`src/rtl/fp_unpack.sv`:
```
// Unpacks a raw binary32 operand into the 33-bit monotonic extended form and
// the one-hot fclass vector; subnormals are normalized one bit per cycle.
module fp_unpack (
    input  logic        clock,
    input  logic        reset,
    input  logic        in_valid,
    output logic        in_ready,
    input  logic [31:0] in_data,
    output logic        out_valid,
    input  logic        out_ready,
    output logic [31:0] out_data,
    output logic [32:0] out_ext,
    output logic [9:0]  out_class
);

    typedef enum logic [1:0] {
        IDLE = 2'd0,
        NORM = 2'd1,
        DONE = 2'd2
    } state_t;

    state_t      r_state;
    state_t      w_nextState;
    logic [31:0] r_data;
    logic [32:0] r_ext;
    logic [9:0]  r_class;
    logic [22:0] r_mant;
    logic [4:0]  r_lz;

    logic        w_sign;
    logic [7:0]  w_exp;
    logic [22:0] w_man;
    logic        w_accept;
    logic        w_isSub;
    logic [32:0] w_fastExt;
    logic [9:0]  w_fastClass;
    logic [32:0] w_normExt;
    logic [9:0]  w_normClass;

    assign w_sign   = in_data[31];
    assign w_exp    = in_data[30:23];
    assign w_man    = in_data[22:0];
    assign w_accept = in_valid && (r_state == IDLE);
    assign w_isSub  = (w_exp == 8'd0) && (w_man != 23'd0);

    assign in_ready  = (r_state == IDLE);
    assign out_valid = (r_state == DONE);
    assign out_data  = r_data;
    assign out_ext   = r_ext;
    assign out_class = r_class;

    // Normalized subnormal: once the leading one reaches bit 22 it becomes the hidden bit.
    assign w_normExt   = {r_data[31], 9'd129 - {4'd0, r_lz}, r_mant[21:0], 1'b0};
    assign w_normClass = r_data[31] ? 10'h004 : 10'h020;

    always_comb begin
        w_nextState = r_state;
        w_fastExt   = '0;
        w_fastClass = '0;
        if (w_exp == 8'hFF) begin
            w_fastExt = {w_sign, 9'h1C0, w_man};
            if (w_man == 23'd0)
                w_fastClass = w_sign ? 10'h001 : 10'h080;
            else
                w_fastClass = w_man[22] ? 10'h200 : 10'h100;
        end else if (w_exp == 8'd0) begin
            w_fastExt   = {w_sign, 32'd0};
            w_fastClass = w_sign ? 10'h008 : 10'h010;
        end else begin
            w_fastExt   = {w_sign, {1'b0, w_exp} + 9'd129, w_man};
            w_fastClass = w_sign ? 10'h002 : 10'h040;
        end

        case (r_state)
            IDLE: if (w_accept) w_nextState = w_isSub ? NORM : DONE;
            NORM: if (r_mant[22]) w_nextState = DONE;
            DONE: if (out_ready) w_nextState = IDLE;
            default: w_nextState = IDLE;
        endcase
    end

    always_ff @(posedge clock or negedge reset) begin
        if (!reset)
            r_state <= IDLE;
        else
            r_state <= w_nextState;
    end

    // Results are written only on accept or normalization finish, so DONE holds them.
    always_ff @(posedge clock or negedge reset) begin
        if (!reset) begin
            r_data  <= '0;
            r_ext   <= '0;
            r_class <= '0;
            r_mant  <= '0;
            r_lz    <= '0;
        end else begin
            case (r_state)
                IDLE: begin
                    if (w_accept) begin
                        r_data <= in_data;
                        if (w_isSub) begin
                            r_mant <= w_man;
                            r_lz   <= 5'd0;
                        end else begin
                            r_ext   <= w_fastExt;
                            r_class <= w_fastClass;
                        end
                    end
                end
                NORM: begin
                    if (r_mant[22]) begin
                        r_ext   <= w_normExt;
                        r_class <= w_normClass;
                    end else begin
                        r_mant <= r_mant << 1;
                        r_lz   <= r_lz + 5'd1;
                    end
                end
                default: ;
            endcase
        end
    end

endmodule

```
`config.mk`:
```
export PLATFORM = sky130hd
export DESIGN_NAME = fp_unpack
export DESIGN_NICKNAME = d
export VERILOG_FILES = /design/src/rtl/fp_unpack.sv
export SDC_FILE = /design/constraint.sdc
export NUM_CORES = 1
export LEC_CHECK = 0
export BUFFER_PORTS_ARGS = -buffer_cell sky130_fd_sc_hd__buf_2
export CAP_MARGIN = 10
export CORE_UTILIZATION = 54
export CTS_BUF_LIST = sky130_fd_sc_hd__clkbuf_16
export DETAILED_ROUTE_END_ITERATION = 10
export HOLD_SLACK_MARGIN = 0.08
export PLACE_DENSITY = 0.92
export SLEW_MARGIN = 5
export SYNTH_ARGS = -nofsm -noshare
export SYNTH_HDL_FRONTEND = slang
export SYNTH_SLANG_ARGS = --single-unit
```
`constraint.sdc`:
```
create_clock -name clock -period 2.8 [get_ports clock]
set_clock_uncertainty 0.15 [all_clocks]
set_input_delay 0.14 -clock clock [delete_from_list [all_inputs] [get_ports clock]]
set_output_delay 0.14 -clock clock [all_outputs]
set_load 0.02 [all_outputs]
```
==> impl_summary.txt <==
----------------------------------------------------
[Status]
  Run status ... complete, but fails checks
  Violated checks ... DRC

[Synthesis]
  Area leader, netlist ... sky130_fd_sc_hd__dfrtp_1
  Dominant cells by area after synthesis ... sky130_fd_sc_hd__dfrtp_1 53%, sky130_fd_sc_hd__mux2_4 11%, sky130_fd_sc_hd__mux2_2 7.4%
  Mapped cell area ... 5000 um2
  Mean cell area of the mapped netlist ... 11.8 um2
  Count of flip-flops with a built-in enable after synthesis ... 0
  Yosys top cell area share ... 52.5%
  Cells after Synth ... 424
  Synth unique cells ... 45
  Post-synth net total ... 465
  Sequential element share of the synthesized area ... 52.5%
  FF+latch count, synth ... 105
  Most used DFF post-synth ... sky130_fd_sc_hd__dfrtp_1
  Fraction of registers with async set or reset after synthesis ... 100%
  Synth warn ... 0

[STA]
  Final count of negative-setup-slack endpoints ... 0
  Minimum clock period after layout ... 2560 ps
  RSZ-0062 raised after global routing ... false
  Number of pins with negative max-slew slack in the final report ... 0
  Portion of the clock cycle consumed by the worst path in the final layout ... 91.5%
  Final sum of negative setup slack ... 0 ps
  Slew HR ... 49.1%
  Measured slew at the worst slew-check pin ... 764 ps
  Final Hold Fails ... 0
  Fmax ... 390 MHz

[Drt]
  Antenna Violating Nets Remaining ... 0
  Drt initial violations ... 250
  # DRC ... 7
  Overall routed net length ... 12800 um
  Pre-Repair DR Iteration Count ... 9
  Via count normalized by instance count ... 6.01
  Number of vias in the routed layout ... 4094
  DR WL/cell ... 18.8 um

[GRT]
  Global route total overflow ... 0
  Wire length of the first global-routing pass ... 20200 um
  Initial antenna violation count ... 0
  Total global-route track usage ... 27.2%
  Maximum number of pins on one net before global-route repair ... 60
  Vias in the first global route ... 4056

[Worst setup path]
  Worst-path cell chain ... dlygate4sd3_1 > buf_2 > nor4_2 > nand4_1 > o21ai_2 > a22o_4 > buf_4 > mux2_4
  Maximum fanout encountered on the critical timing path ... 12
  Crit path capture type ... flip-flop
  Crit path max-delay cell type ... sky130_fd_sc_hd__dlygate4sd3_1
  Arrival time worst endpoint ... 2650 ps
  Worst stage delay on the critical path ... 530 ps
  Startpoint class of the critical path ... input pin
  Kind of critical path ... input pin to flip-flop
  Crit path required time ... 2890 ps

[Cells and area]
  Post-route non-filler standard cell count ... 681
  FF/Latch Area ... 2630 um2
  Most used cells in the layout excluding fill and tap cells ... 111 x sky130_fd_sc_hd__buf_2, 105 x sky130_fd_sc_hd__dfrtp_1, 58 x sky130_fd_sc_hd__nand2_1
  Number of filler instances in the final layout ... 568
  Area growth, synth to finish ... 27.0%
  Area of the multi-input gates ... 2230 um2
  Diodes inserted ... 0
  Layout Nets ... 609
  Most common library cell in the layout ignoring fill and taps ... sky130_fd_sc_hd__buf_2
  Final Cell Area ... 6350 um2
  Ratio of cells with drive above 1 in the final layout ... 38.7%
  Final core area utilization ... 71.8%

[CTS]
  Clock net sink count ... 105
  Clock transition at the register clock pins on the worst setup and hold paths after CTS ... 70 ps
  Clk root buf ... sky130_fd_sc_hd__clkbuf_16
  H-tree depth reported by CTS ... 3
  CTS tree ... done
  Clock latency reported for the late side of the worst-skew pair ... 360 ps
  Buffers inserted during post-CTS setup optimization ... 0
  Buffer levels on the longest clock path ... 2
  Number of clock buffers inserted by TritonCTS ... 9

[Placed design]
  Number of I/O port buffers ... 112
  Number of cells after detailed placement ... 631
  DPL Wire Length ... 8450 um
  Post-DP Area ... 5710 um2
  Global placement routability congestion ... 0.842

[Floorplan]
  Die X ... 98.2 um
  Initial core utilization ... 56.5%
  Overall die height ... 98.2 um
  Total die area ... 9650 um2
  Io pins ... 113
  Area of the core ... 8850 um2
  Number of standard-cell rows in the floorplan ... 34

[Power]
  Tot Pwr ... 4390 uW
  Maximum vdd ir drop ... 0.425 mV
  Leakage power ... 0.00307 uW
  Ratio of total power to cell area ... 690 nW/um2

[Flow run]
  Maxcap violations ... 0

[Worst hold path]
  Path category of the worst min-delay check ... input pin to flip-flop

----------------------------------------------------
-- repair_timing --
action | 4_1_cts | 5_1_grt
endpoints found under the hold margin | 126 | 0
endpoints found under the setup margin | 0 | 31
resized for setup | 0 | 1
hold buffers | 34 | 0
-- registers in the layout, summed over array words and instances (netlist names) --
| register | cells |
|---|---|
| r_mant | 23 |
| out_data | 32 |
| out_ext | 33 |
| out_class | 10 |
| r_state | 2 |
| r_lz | 5 |
-- worst paths after layout --
path / start / end / slack, ps / cells after the start
worst min-delay path: in_valid / out_data[22] / 130 / 3
min in group asynchronous: reset / out_data[25] / 190 / 2
worst min register to register: out_ext[23] / out_ext[23] / 360 / 1
worst max register to register: r_state[1] / r_mant[4] / 670 / 5
max in group asynchronous: reset / out_data[17] / 1570 / 3
worst max-delay path: in_data[0] / out_ext[12] / 240 / 8
-- critical path: cells and delay by family --
family / cells / cell delay (ps)
muxes: 1 / 320
buffers and inverters: 3 / 910
AOI/OAI and AO/OA: 2 / 560
and+or+nand+nor: 2 / 730
-- synth_stat cells, types with 2 or more instances --
cell and instances:
sky130_fd_sc_hd__nor2_1 32, sky130_fd_sc_hd__a21o_1 2, sky130_fd_sc_hd__a21oi_1 7, sky130_fd_sc_hd__o22ai_1 2, sky130_fd_sc_hd__nor3_1 5, sky130_fd_sc_hd__ha_1 5, sky130_fd_sc_hd__nand2_1 58, sky130_fd_sc_hd__nand4_1 2
sky130_fd_sc_hd__mux2_2 33, sky130_fd_sc_hd__nand3_1 9, sky130_fd_sc_hd__inv_1 7, sky130_fd_sc_hd__buf_6 4, sky130_fd_sc_hd__and2_1 2, sky130_fd_sc_hd__xor2_1 6, sky130_fd_sc_hd__nand2b_1 3, sky130_fd_sc_hd__mux2i_1 2
sky130_fd_sc_hd__buf_2 7, sky130_fd_sc_hd__mux2_4 38, sky130_fd_sc_hd__clkbuf_1 14, sky130_fd_sc_hd__dfrtp_1 105, sky130_fd_sc_hd__and3_1 2, sky130_fd_sc_hd__a22o_1 23, sky130_fd_sc_hd__o21ai_0 6, sky130_fd_sc_hd__a31oi_1 25
sky130_fd_sc_hd__nor4_1 5
-- final cells by class --
class,count,area share [%]
inverters,7,0.414
clock inverters,7,1.16
clock buffers,9,3.55
multi-input cells,286,35.0
flip-flops and latches,105,41.4
repair buffers,159,16.3
well taps,108,2.13
-- through the flow --
stage / hold slack, ps / setup slack, ps
2_1_floorplan: -306 / 693
3_3_place_gp: 20.5 / 433
3_5_place_dp: 31.3 / 263
4_1_cts: 134 / 22.8
5_1_grt: 162 / 120
6_report: 135 / 238
-- report_power, final --
| part | switching, uW | internal (uW) | leakage, uW |
|---|---|---|---|
| Clock | 641 | 632 | 0.000147 |
| Combinational | 638 | 539 | 0.00174 |
| Sequential | 166 | 1770 | 0.00118 |
| Total | 1450 | 2940 | 0.00307 |
-- cell families (layout without fill, tap and decap cells) --
kind of cell / count (synthesis) / in the layout / share of synthesized area (%)
xor gates and xnor gates: 7 / 7 / 1.23
muxes: 73 / 73 / 19.2
DFF: 105 / 105 / 52.5
AOI/OAI and AO/OA: 76 / 76 / 11.2
buffers and inverters: 33 / 182 / 3.33
and+or+nand+nor: 125 / 125 / 11.3
adders and majority gates: 5 / 5 / 1.25
-- per-layer routing --
layer | global-route usage, % | up-vias | part of all wire [%]
li1 | - | 1809 | -
met1 | 34.8 | 2029 | 41
met2 | 44.5 | 208 | 49
met3 | 4.22 | 48 | 6.2
met4 | 15.2 | 0 | 3.9
met5 | 0 | - | 0
(Power assumes the default switching activity.)
